$ cat config.mk
export PLATFORM = sky130hd
export DESIGN_NAME = temporal_ge_array
export DESIGN_NICKNAME = d
export VERILOG_FILES = /design/src/rtl/temporal_pkg.sv /design/src/rtl/temporal_ge_array_ge_channel.sv /design/src/rtl/temporal_ge_array.sv
export SDC_FILE = /design/constraint.sdc
export NUM_CORES = 1
export LEC_CHECK = 0
export CORE_ASPECT_RATIO = 0.8
export CORE_MARGIN = 2
export CORE_UTILIZATION = 40
export CTS_BUF_LIST = sky130_fd_sc_hd__clkbuf_4 sky130_fd_sc_hd__clkbuf_8
export DETAILED_ROUTE_END_ITERATION = 10
export GPL_ROUTABILITY_DRIVEN = 0
export GPL_TIMING_DRIVEN = 1
export MAX_ROUTING_LAYER = met4
export SLEW_MARGIN = 25
export SYNTH_ARGS = -nofsm -noshare
export SYNTH_HDL_FRONTEND = slang
export SYNTH_SLANG_ARGS = --single-unit
$ cat constraint.sdc
create_clock -name clk -period 2.5 [get_ports clk]
set_input_delay 0.5 -clock clk [delete_from_list [all_inputs] [get_ports clk]]
set_output_delay 0.5 -clock clk [all_outputs]
set_load 0.01 [all_outputs]
$ cat src/rtl/temporal_pkg.sv
// Shared types and helpers for the clocked race-logic GE comparator array.
package temporal_pkg;

  // Input/output encoding selected per gamma cycle.
  typedef enum logic [1:0] {
    TM_RISING  = 2'b00,
    TM_FALLING = 2'b01,
    TM_PULSE   = 2'b10,
    TM_RSVD    = 2'b11
  } tmode_e;

  // All-ones value of the given width, used as the "no event" time.
  function automatic logic [31:0] time_inf(input int unsigned width);
    return (width >= 32) ? 32'hFFFF_FFFF : ((32'd1 << width) - 32'd1);
  endfunction

  // Input level that marks an event: low for FALLING, high otherwise.
  function automatic logic evt_level(input tmode_e m);
    return (m != TM_FALLING);
  endfunction

endpackage

$ cat src/rtl/temporal_ge_array_ge_channel.sv
// One race-logic GE comparator channel: q fires at t_a only when t_a >= t_b.
// Ports: clk, rst (sync, active high), clr (gamma start strobe), busy,
//        last_c (final sample of the window), k (sample index),
//        mode (registered encoding), mode_nx (encoding latched by clr),
//        a/b (event inputs), q (encoded output), t_q (output event time).
module ge_channel
  import temporal_pkg::*;
#(
  parameter int unsigned TW          = 5,
  parameter int unsigned PULSE_WIDTH = 8
) (
  input  logic          clk,
  input  logic          rst,
  input  logic          clr,
  input  logic          busy,
  input  logic          last_c,
  input  logic [TW-1:0] k,
  input  tmode_e        mode,
  input  tmode_e        mode_nx,
  input  logic          a,
  input  logic          b,
  output logic          q,
  output logic [TW-1:0] t_q
);

  localparam int unsigned PCW = $clog2(PULSE_WIDTH + 1);
  localparam logic [TW-1:0] TINF = TW'(time_inf(TW));

  logic           a_seen, b_seen, inhibited, fired;
  logic [PCW-1:0] pcnt, pcnt_nx;
  logic           lvl, a_evt, b_evt, fire, fired_now, q_nx;

  // First-event detection; a same-sample b event counts as already seen (ties pass).
  always_comb begin
    lvl       = evt_level(mode);
    a_evt     = busy && !a_seen && (a == lvl);
    b_evt     = busy && !b_seen && (b == lvl);
    fire      = a_evt && !inhibited && (b_seen || b_evt);
    fired_now = fired || fire;
  end

  // Output encoding; forced low on the final sample so q is 0 once busy drops.
  always_comb begin
    q_nx    = 1'b0;
    pcnt_nx = '0;
    if (busy && !last_c) begin
      case (mode)
        TM_FALLING: q_nx = !fired_now;
        TM_PULSE:   q_nx = fire || (pcnt != '0);
        default:    q_nx = fired_now;
      endcase
      if (fire)             pcnt_nx = PCW'(PULSE_WIDTH - 1);
      else if (pcnt != '0)  pcnt_nx = pcnt - PCW'(1);
    end
  end

  // Per-channel state; clr also presets q high for FALLING windows.
  always_ff @(posedge clk) begin
    if (rst) begin
      a_seen    <= 1'b0;
      b_seen    <= 1'b0;
      inhibited <= 1'b0;
      fired     <= 1'b0;
      t_q       <= TINF;
      pcnt      <= '0;
      q         <= 1'b0;
    end else if (clr) begin
      a_seen    <= 1'b0;
      b_seen    <= 1'b0;
      inhibited <= 1'b0;
      fired     <= 1'b0;
      t_q       <= TINF;
      pcnt      <= '0;
      q         <= (mode_nx == TM_FALLING);
    end else begin
      if (a_evt)         a_seen    <= 1'b1;
      if (b_evt)         b_seen    <= 1'b1;
      if (a_evt && !fire) inhibited <= 1'b1;
      if (fire) begin
        fired <= 1'b1;
        t_q   <= k;
      end
      q    <= q_nx;
      pcnt <= pcnt_nx;
    end
  end

endmodule

$ cat src/rtl/temporal_ge_array.sv
// Clocked multi-channel race-logic GE array with gamma-cycle windowing.
// Ports: clk, rst (sync, active high), gamma_start (start/restart pulse),
//        mode (encoding, sampled on gamma_start), a/b (per-channel events),
//        q (per-channel output), t_q (per-channel event time, all-ones = none),
//        busy (window active), done (one-cycle pulse after the last sample).
module temporal_ge_array
  import temporal_pkg::*;
#(
  parameter int unsigned N_CH              = 4,
  parameter int unsigned GAMMA_CYCLE_WIDTH = 16,
  parameter int unsigned PULSE_WIDTH       = 8
) (
  input  logic                                             clk,
  input  logic                                             rst,
  input  logic                                             gamma_start,
  input  logic [1:0]                                       mode,
  input  logic [N_CH-1:0]                                  a,
  input  logic [N_CH-1:0]                                  b,
  output logic [N_CH-1:0]                                  q,
  output logic [N_CH*$clog2(GAMMA_CYCLE_WIDTH+1)-1:0]      t_q,
  output logic                                             busy,
  output logic                                             done
);

  localparam int unsigned TW = $clog2(GAMMA_CYCLE_WIDTH + 1);

  typedef enum logic {ST_IDLE, ST_BUSY} state_e;

  state_e        state, state_d;
  logic [TW-1:0] cnt, cnt_d;
  tmode_e        mode_q, mode_d, mode_nx;
  logic          done_d, last_c;

  assign busy    = (state == ST_BUSY);
  assign last_c  = busy && (cnt == TW'(GAMMA_CYCLE_WIDTH - 1));
  // Reserved encoding behaves as RISING.
  assign mode_nx = (tmode_e'(mode) == TM_RSVD) ? TM_RISING : tmode_e'(mode);

  // Window control: gamma_start (re)starts, the last sample ends with done.
  always_comb begin
    state_d = state;
    cnt_d   = cnt;
    mode_d  = mode_q;
    done_d  = 1'b0;
    if (gamma_start) begin
      state_d = ST_BUSY;
      cnt_d   = '0;
      mode_d  = mode_nx;
    end else if (state == ST_BUSY) begin
      if (last_c) begin
        state_d = ST_IDLE;
        cnt_d   = '0;
        done_d  = 1'b1;
      end else begin
        cnt_d = cnt + TW'(1);
      end
    end
  end

  always_ff @(posedge clk) begin
    if (rst) begin
      state  <= ST_IDLE;
      cnt    <= '0;
      mode_q <= TM_RISING;
      done   <= 1'b0;
    end else begin
      state  <= state_d;
      cnt    <= cnt_d;
      mode_q <= mode_d;
      done   <= done_d;
    end
  end

  for (genvar i = 0; i < N_CH; i++) begin : g_ch
    ge_channel #(
      .TW          (TW),
      .PULSE_WIDTH (PULSE_WIDTH)
    ) u_ch (
      .clk     (clk),
      .rst     (rst),
      .clr     (gamma_start),
      .busy    (busy),
      .last_c  (last_c),
      .k       (cnt),
      .mode    (mode_q),
      .mode_nx (mode_nx),
      .a       (a[i]),
      .b       (b[i]),
      .q       (q[i]),
      .t_q     (t_q[i*TW +: TW])
    );
  end

endmodule
==> flow_summary.toml, run 1 <==
[synthesis]
ys_ff_latch = 65
synth.area.top_cells = "dfxtp_1 (48%), nand2_1 (5.6%), mux2i_1 (3.7%)"
synth.cell_area_mm2 = 0.00269
syn-instance-count = 294
synthArstFlopShare = 0
synth_edf_count = 0
synth_nets = 310
ys_seq_area_frac = 0.484
ys_top_cells_by_count = "dfxtp_1 (65), nand2_1 (40), nor2_1 (25), a21oi_1 (15), o21ai_0 (12)"
synth-warning-count = 0
syn_area_per_cell_um2 = 9.15
synth_top_area_share = 0.484
ys.flop_type = "dfxtp_1"
ys_types = 45
yosysMostFrequentCell = "dfxtp_1"
netlist.top_cell.by_area = "dfxtp_1"

[detailed_routing]
wl_per_cell_um = 13.7
vias_per_cell = 5.00
drcViolationCount = 0
routed_wirelength_um = 5840
drtPass1Iterations = 4
vias = 2125
drtIter0Drc = 94
ant_nets = 0

[cts]
cts_sinks = 65
root_buffer = "clkbuf_8"
cts_hold_buf = 0
cts_tree = "yes"
cts_setup_buffers = 0
clk_latency_ns = 0.34
clkTransAtPathRegs_ns = 0.07
cts_buffer_depth = 2
cts-buffers-inserted = 9
htreeDepth = 3
cts.repair.resized = 0

[floorplanning]
coreArea_mm2 = 0.00644
die_height_um = 77.3
die_w_um = 95.7
num_rows = 26
io_pins = 39
dieArea_mm2 = 0.00740
initial_core_util = 0.417

[final_layout]
nFillCells = 617
antennaDiodeCount = 0
area_delta_synth_final_pct = 24.6
drive_gt1_frac = 0.120
fin_nets = 352

[sta]
holdWs_ns = 0.455
rsz0062_at_grt = "no"
drv_slew = 0
tightestPinTransition_ns = 0.582
skew_ns = 0.00629
max_clock_freq_mhz = 442
slew_headroom = 0.608
hold_violations = 0
fin_crit_sh = 0.905
fin_crit_ns = 2.26
setup_viol_count_final = 0
setup_tns_ns = 0

[grt]
grt_max_degree = 27
grt_usage = 0.178
gr-total-overflow = 0
grt_pass1_vias = 2069
antenna_found_initial = 0
grt_pass1_wl_um = 9780

[critical_path]
crit_fanout = 10
arrival_ns = 2.48
path_class = "reg2reg"
reg2reg_slack_ns = 0.24
reg2reg_depth = 7
crit_required_ns = 2.72
endpoint_kind = "register"
cp-start-kind = "register"

[power]
ir_drop_mv = 0.308
p_leak_uw = 0.00137
power.density_mw_per_mm2 = 649

[placed_design]
dpl.hpwl_um = 3960
io_buffers = 38

[worst_hold_path]
min_path_type = "reg2reg"
hold_depth = 1

[run]
drv_cap = 0

[outcome]
outcome = "complete, no violations"
final cells by class:
type,instances,area [um2],share of cell area
multi-input cells,199,1220,0.363
clock inverters,4,50.0,0.0149
flip-flops and latches,65,1300,0.388
inverters,11,41.3,0.0123
clock buffers,12,165,0.0493
repair buffers,50,470,0.140
well taps,84,105,0.0314
sequential cells by signal (all words and copies together) (netlist names), 4 cells and up:
signal	cells
g_ch.u_ch.b_seen	4
g_ch.u_ch.pcnt	16
g_ch.u_ch.a_seen	4
g_ch.u_ch.t_q	20
cnt	5
g_ch.u_ch.q	4
g_ch.u_ch.inhibited	4
g_ch.u_ch.fired	4
layout by cell type, fill, tap and decap left out, types with 3 or more instances in the layout:
cell / synthesis / layout
buf_4: 4 / 12
nor2_1: 25 / 25
ha_1: 3 / 3
o21a_1: 4 / 4
mux2i_1: 10 / 10
nor3_1: 9 / 9
inv_1: 11 / 11
dfxtp_1: 65 / 65
xor2_1: 8 / 8
o21ai_0: 12 / 12
o31ai_1: 3 / 3
clkdlybuf4s50_1: 0 / 38
nand3_1: 10 / 10
nand2_1: 40 / 40
clkbuf_8: 0 / 12
or3_1: 4 / 4
a21oi_1: 15 / 15
nand3b_1: 9 / 9
a31oi_1: 11 / 11
kinds of logic (layout without fill, tap and decap cells):
family | Yosys count | after routing | synth area share
XOR/XNOR | 10 | 10 | 0.0382
multiplexers | 11 | 11 | 0.0414
AO/OA/AOI/OAI | 60 | 60 | 0.148
flip-flops | 65 | 65 | 0.484
AND/OR/NAND/NOR | 115 | 115 | 0.211
buffers and inverters | 30 | 77 | 0.0633
adder cells (fa/ha/maj) | 3 | 3 | 0.0140
worst max-delay path, stage by stage (launching register included):
cell,delay [ns]
dfxtp_1,0.36
ha_1,0.48
buf_4,0.24
xor2_1,0.14
nand3b_1,0.10
or3_1,0.50
a31oi_1,0.22
o22ai_1,0.09
power by group:
part	switching, uW	internal (uW)
registers	14.6	1050
logic	91.2	86.1
clock network	389	540
metrics by stage:
stage          power, uW  setup WS, ns   util  area (um2)  instances
2_1_floorplan       1200         0.648      -        2690        294
3_3_place_gp        1270         0.178  0.487        3140        409
3_5_place_dp        1270         0.211  0.487        3140        409
4_1_cts             2210         0.234  0.520        3350        425
5_1_grt             2280       0.00801  0.520        3350        425
6_report            2170         0.236  0.520        3350        425
layer usage:
layer,up-vias,global-route usage,share of wire,routed length (um)
met5,-,-,0,0
met2,52,0.241,0.40,2350
met4,0,0.0514,0.010,59
li1,1105,-,-,-
met3,6,0.0718,0.066,387
met1,962,0.244,0.52,3050
path summary, 6_finish.rpt:
| path | end | start |
|---|---|---|
| worst max-delay path | g_ch[0].u_ch.q | mode_q[0] |
| worst min-delay path | g_ch[0].u_ch.a_seen | g_ch[0].u_ch.a_seen |
| worst max register to register | g_ch[0].u_ch.q | mode_q[0] |
| worst min register to register | g_ch[0].u_ch.a_seen | g_ch[0].u_ch.a_seen |
Power figures use the tool's default switching activity.
==> inputs of run 2 (changes only) <==
--- a/config.mk
+++ b/config.mk
@@ -9,6 +9,7 @@
 export CORE_MARGIN = 2
 export CORE_UTILIZATION = 40
 export CTS_BUF_LIST = sky130_fd_sc_hd__clkbuf_4 sky130_fd_sc_hd__clkbuf_8
+export CTS_CLUSTER_DIAMETER = 30
 export DETAILED_ROUTE_END_ITERATION = 10
 export GPL_ROUTABILITY_DRIVEN = 0
 export GPL_TIMING_DRIVEN = 1
==> results of run 2 <==
Final layout, timing and power as in run 1 (identical DEF).
